### src/rtl/gpu_mem_pkg.sv
// Constants shared by the edge-load stage and the triangle assembler so that
// edge-word packing and the assembler state encoding stay consistent.
package gpu_mem_pkg;

   // Width of one vertex index inside an edge word
   localparam int IDX_W  = 16;

   // Bit offsets of the three indices inside an edge word {i2,i1,i0}
   localparam int I0_LSB = 0;
   localparam int I1_LSB = 16;
   localparam int I2_LSB = 32;

   // Triangle assembler walk states
   typedef enum logic [2:0] {
      IDLE  = 3'd0,
      E_RD  = 3'd1,
      E_CAP = 3'd2,
      V0    = 3'd3,
      V1    = 3'd4,
      V2    = 3'd5,
      EMIT  = 3'd6
   } tri_state_e;

endpackage

### src/rtl/tri_assemble.sv
// Triangle assembler: walks a range of edge RAM entries, fetches the three
// referenced vertices from vertex RAM and hands out one triangle per
// valid/ready handshake.
module tri_assemble
   import gpu_mem_pkg::*;
#(
   parameter int EDGE_DEPTH = 1024,
   parameter int EDGE_DW    = 48,
   parameter int VTX_DEPTH  = 1024,
   parameter int VTX_DW     = 48
)(
   input  logic                          CLK,
   input  logic                          rst,
   input  logic                          start,
   input  logic [$clog2(EDGE_DEPTH)-1:0] first,
   input  logic [$clog2(EDGE_DEPTH):0]   count,
   output logic [$clog2(EDGE_DEPTH)-1:0] edge_raddr,
   output logic                          edge_re,
   input  logic [EDGE_DW-1:0]            edge_rdata,
   output logic [$clog2(VTX_DEPTH)-1:0]  vtx_raddr,
   output logic                          vtx_re,
   input  logic [VTX_DW-1:0]             vtx_rdata,
   output logic                          tri_valid,
   input  logic                          tri_ready,
   output logic [VTX_DW-1:0]             tri_v0,
   output logic [VTX_DW-1:0]             tri_v1,
   output logic [VTX_DW-1:0]             tri_v2,
   output logic                          tri_last,
   output logic                          BUSY,
   output logic                          done,
   output logic                          err_range
);

   localparam int EA_W = $clog2(EDGE_DEPTH);
   localparam int VA_W = $clog2(VTX_DEPTH);

   // Range end is computed two bits wider than an address so first+count never wraps
   localparam logic [EA_W+1:0] EDGE_LIM = (EA_W+2)'(EDGE_DEPTH);
   // Vertex bound kept one bit wider than an index so VTX_DEPTH=2^16 still compares correctly
   localparam logic [IDX_W:0]  VTX_LIM  = (IDX_W+1)'(VTX_DEPTH);
   localparam logic [EA_W-1:0] CUR_ONE  = EA_W'(1);
   localparam logic [EA_W:0]   REM_ONE  = (EA_W+1)'(1);

   tri_state_e       state;
   tri_state_e       state_nx;

   logic [EA_W-1:0]  cur;
   logic [EA_W:0]    remaining;
   logic [VA_W-1:0]  idx1_lo;
   logic [VA_W-1:0]  idx2_lo;

   logic [IDX_W-1:0] e_i0;
   logic [IDX_W-1:0] e_i1;
   logic [IDX_W-1:0] e_i2;
   logic [EA_W+1:0]  range_end;
   logic             range_bad;
   logic             idx_bad;
   logic             accept;
   logic             handshake;
   logic             last_one;

   assign e_i0      = edge_rdata[I0_LSB +: IDX_W];
   assign e_i1      = edge_rdata[I1_LSB +: IDX_W];
   assign e_i2      = edge_rdata[I2_LSB +: IDX_W];

   assign range_end = {2'b00, first} + {1'b0, count};
   assign range_bad = (range_end > EDGE_LIM);

   // Full 16-bit indices are checked, not just the bits that reach vtx_raddr
   assign idx_bad   = ({1'b0, e_i0} >= VTX_LIM) ||
                      ({1'b0, e_i1} >= VTX_LIM) ||
                      ({1'b0, e_i2} >= VTX_LIM);

   assign accept    = (state == IDLE) && start;
   assign handshake = (state == EMIT) && tri_ready;
   assign last_one  = (remaining == REM_ONE);

   assign tri_valid = (state == EMIT);
   assign BUSY      = (state != IDLE);

   // State register
   always_ff @(posedge CLK) begin
      if (rst) begin
         state <= IDLE;
      end else begin
         state <= state_nx;
      end
   end

   // Next-state and RAM read-port decode; reads are issued only in their issue states
   always_comb begin
      state_nx   = state;
      edge_re    = 1'b0;
      edge_raddr = '0;
      vtx_re     = 1'b0;
      vtx_raddr  = '0;
      case (state)
         IDLE: begin
            if (start && !range_bad && (count != '0)) begin
               state_nx = E_RD;
            end
         end
         E_RD: begin
            edge_re    = 1'b1;
            edge_raddr = cur;
            state_nx   = E_CAP;
         end
         E_CAP: begin
            if (idx_bad) begin
               state_nx = IDLE;
            end else begin
               // i0 is taken straight off the RAM bus so its fetch overlaps the capture
               vtx_re    = 1'b1;
               vtx_raddr = e_i0[VA_W-1:0];
               state_nx  = V0;
            end
         end
         V0: begin
            vtx_re    = 1'b1;
            vtx_raddr = idx1_lo;
            state_nx  = V1;
         end
         V1: begin
            vtx_re    = 1'b1;
            vtx_raddr = idx2_lo;
            state_nx  = V2;
         end
         V2: begin
            state_nx = EMIT;
         end
         EMIT: begin
            if (tri_ready) begin
               state_nx = last_one ? IDLE : E_RD;
            end
         end
         default: begin
            state_nx = IDLE;
         end
      endcase
   end

   // Walk counters, captured indices/vertices and status flags
   always_ff @(posedge CLK) begin
      if (rst) begin
         cur       <= '0;
         remaining <= '0;
         idx1_lo   <= '0;
         idx2_lo   <= '0;
         tri_v0    <= '0;
         tri_v1    <= '0;
         tri_v2    <= '0;
         tri_last  <= 1'b0;
         done      <= 1'b0;
         err_range <= 1'b0;
      end else begin
         done <= 1'b0;
         if (accept) begin
            cur       <= first;
            remaining <= count;
            err_range <= range_bad;
            done      <= !range_bad && (count == '0);
         end
         case (state)
            E_CAP: begin
               idx1_lo <= e_i1[VA_W-1:0];
               idx2_lo <= e_i2[VA_W-1:0];
               if (idx_bad) begin
                  err_range <= 1'b1;
               end
            end
            V0: tri_v0 <= vtx_rdata;
            V1: tri_v1 <= vtx_rdata;
            V2: begin
               tri_v2   <= vtx_rdata;
               tri_last <= last_one;
            end
            EMIT: begin
               if (handshake) begin
                  tri_last <= 1'b0;
                  if (last_one) begin
                     done <= 1'b1;
                  end else begin
                     remaining <= remaining - REM_ONE;
                     cur       <= cur + CUR_ONE;
                  end
               end
            end
            default: ;
         endcase
      end
   end

endmodule

### config.mk
export PLATFORM = sky130hd
export DESIGN_NAME = tri_assemble
export DESIGN_NICKNAME = d
export VERILOG_FILES = /design/src/rtl/gpu_mem_pkg.sv /design/src/rtl/tri_assemble.sv
export SDC_FILE = /design/constraint.sdc
export NUM_CORES = 1
export LEC_CHECK = 0
export CORE_UTILIZATION = 35
export DETAILED_ROUTE_END_ITERATION = 8
export PLACE_DENSITY = 0.67
export SLEW_MARGIN = 15
export SYNTH_ARGS = -nofsm -noshare
export SYNTH_HDL_FRONTEND = slang
export SYNTH_SLANG_ARGS = --single-unit
### constraint.sdc
create_clock -name CLK -period 2.54 [get_ports CLK]
set_input_delay 0.254 -clock CLK [delete_from_list [all_inputs] [get_ports CLK]]
set_output_delay 0.254 -clock CLK [all_outputs]
set_load 0.005 [all_outputs]
==> results.cfg <==
[place]
gpl.final_weighted_congestion = 0.8408
dp.final_hpwl_mm = 18.15
port_buffers = 291
place_ws_ns = -0.6311

[layout]
areaGrowthSynthToFinish_pct = 53.31
antenna_cells = 0
layout_common_cells = nand2_1, clkdlybuf4s50_1, dfxtp_1, a21oi_1, buf_4
final_layout_size_suffix_gt1_share_pct = 10.58
layout.cells.most_common = nand2_1
num-nets-final = 1474

[setup_path]
worst_ep_arrival_time_ns = 2.79
crit_path_kind = input port to flop
worstSetupEndpointType = flop
worstPathRequired_ns = 2.86
timing.critical_path.fanout_max = 3
crit_path_start_kind = input port

[detailed_routing]
dr.first_iter.drc_count = 499
drt-total-wl_mm = 26.84
via_count = 8243
antenna_violating_nets_post_route = 0
routed_via_density = 5.051
detail_route.wl_per_cell_um = 16.45
first_pass_iters = 9
remaining_drc_errors = 14

[floorplanning]
design.core.area_mm2 = 0.02196
die_area_mm2 = 0.02318
die_w_um = 152.3
die-height_um = 152.3
initial_utilization_pct = 35.99
io_pins = 292
row_count = 54

[sta]
finClkSkew_ns = 0.01392
setup_viol = 0
worstMarginPinSlew_ns = 0.7819
max_freq_mhz = 405.4
hold_violations = 0
period_share_pct = 97.10
unrepaired_setup_endpoints_after_global_routing = true
max_slew_margin_pct = 47.87
worst_setup_margin_ns = 0.07356
slew_violations = 0
period_needed_ns = 2.466

[yosys]
synth_fa_ha_area_share_pct = 2.312
avg_cell_area_syn_um2 = 7.665
synthArstFlopShare_pct = 0
synth_xor_area_share_pct = 0.2217
number_of_flops_mapped_to_enable_cells_by_yosys = 0
synth-seq-cells = 191
mappedNetlistNets = 1166
yosysSeqAreaShare_pct = 48.39
synthMuxAreaShare_pct = 0.1267
syn_inst = 1031
synth-main-ff-cell = dfxtp_1
largest_family_of_logic_cells_by_synthesized_area = simple AND/OR/NAND/NOR gates
syn_area_mm2 = 0.007903
synthesized_area_fraction_occupied_by_ao_oa_aoi_and_oai_cells_pct = 19.49
distinct_cell_type_count_after_synthesis = 56
synth.yosys.warnings = 0
synthSimpleGateAreaFrac_pct = 24.89

[clock_tree]
tritoncts = done
htree_num_levels = 4
clk_pin_slew_worst_paths_ns = 0.08
cts_num_sinks = 191
cts-root-buf = clkbuf_16
clock_tree.buffer_depth = 2
clk_latency_ns = 0.43
cts_buffers = 17
postCtsHoldBufs = 0

[global_routing]
antenna_found_initial = 0
grt_first_pass_wirelength_mm = 42.16
grt_start_max_net_pins = 72
groute.usage.overall_pct = 22.61
grt_overflow = 0
first_global_vias = 7657

[pwr]
power.net_switching_w = 0.001905
internal-power_w = 0.004905
fraction_of_power_consumed_by_sequential_logic_pct = 46.4
power.switching_fraction_pct = 27.97
clock_power_share_pct = 39.2
leakagePower_nw = 4.393
ir_worst_vdd_mv = 0.4503
comb_power_share_pct = 14.5
power_density_mw_per_mm2 = 562.1
report.power.total_w = 0.006810

[outcome]
violations_in_the_final_reports = DRC
status = finished, violations left

[run]
reported_max_cap_violation_count = 0

[min_path]
worstHoldPathType = input port to flop
[Yosys cell counts, types with 4 or more instances]
| cell type | count | area (um2) |
|---|---|---|
| inv_1 | 23 | 86.33 |
| a211oi_1 | 5 | 37.54 |
| ha_1 | 13 | 162.7 |
| nand3_1 | 10 | 50.05 |
| clkbuf_1 | 65 | 244.0 |
| a221oi_1 | 10 | 87.58 |
| o21ai_0 | 14 | 70.07 |
| buf_2 | 4 | 20.02 |
| a222oi_1 | 11 | 110.1 |
| nor4_1 | 10 | 62.56 |
| a21oi_1 | 190 | 950.9 |
| nor2_1 | 34 | 127.6 |
| nor2b_1 | 5 | 31.28 |
| nor3b_1 | 6 | 45.04 |
| or3_1 | 4 | 25.02 |
| and3_1 | 7 | 43.79 |
| and2_1 | 13 | 81.33 |
| nand2_1 | 345 | 1295 |
| nor3_1 | 12 | 60.06 |
| o21ai_1 | 9 | 45.04 |
| dfxtp_1 | 191 | 3824 |
[area by class of cell]
| cell class | count | area, um2 |
|---|---|---|
| clock buffer | 17 | 425.4 |
| clock inverter | 15 | 163.9 |
| fill | 2047 | 9843 |
| inverter | 23 | 86.33 |
| multi-input combinational | 745 | 3805 |
| sequential | 191 | 3824 |
| tap | 280 | 350.3 |
| timing repair buffer | 361 | 3461 |
[critical path, stage by stage]
cell and delay [ns]:
dlygate4sd2_1 0.22, ha_2 0.19, inv_1 0.06, fa_2 0.36, buf_4 0.15, nor2b_4 0.12
o21ai_2 0.07, and4_4 0.18, or4_4 0.48, nor4_4 0.20, o2111ai_2 0.18, a2111oi_2 0.32
[power groups by stage]
stage	Combinational (W)	Clock [W]	Sequential (W)
2_1_floorplan	0.000456	0	0.00320
3_3_place_gp	0.000968	0	0.00322
3_5_place_dp	0.000972	0	0.00322
4_1_cts	0.000978	0.00273	0.00316
5_1_grt	0.00107	0.00286	0.00317
6_report	0.000984	0.00267	0.00316
[kinds of logic (layout without fill, tap and decap cells)]
logic type	after synthesis	count (layout)
compound gates	266	266
flops	191	191
buf+inv	95	416
simple gates	462	462
xor+xnor	2	2
mux	1	1
fa+ha+maj	14	14
[flip-flops by register name (all words and copies together), names as in the netlist]
register   count
cur           10
done           1
err_range      1
idx1_lo       10
idx2_lo       10
remaining     11
state          3
tri_last       1
tri_v0        48
tri_v1        48
tri_v2        48
[final timing paths]
kind | start | to | slack [ns] | cells past startpoint
max | count[0] | state[0] | 0.07 | 12
min | rst | remaining[3] | 0.28 | 2
max reg2reg | remaining[1] | remaining[5] | 0.15 | 9
min reg2reg | tri_v0[11] | tri_v0[11] | 0.45 | 2
[stage by stage]
stage / instance area [um2] / hold WS [ns] / instances / TNS, ns / util (%)
after floorplan: 7908 / 0.3900 / 1031 / 0 / -
after global placement: 11430 / 0.4405 / 1594 / -5.312 / 52.07
after detailed placement: 11430 / 0.4457 / 1594 / -5.480 / 52.07
after CTS: 12050 / 0.2606 / 1632 / 0 / 54.88
after global routing: 12120 / 0.2799 / 1632 / -0.1405 / 55.17
final: 12120 / 0.2759 / 1632 / 0 / 55.17
[routing by layer]
layer	share of wire [%]	GRT usage (%)
met5	0	0
met4	2.1	6.997
met1	43	28.82
met2	47	37.20
met3	7.4	6.001
[timing repair]
item	4_1_cts	5_1_grt
buffers inserted	5	0
setup endpoints to repair	14	14
gates resized for setup	63	17
pin swaps	10	7
gates cloned	1	0
No activity file was read; power rests on OpenSTA's default activity.
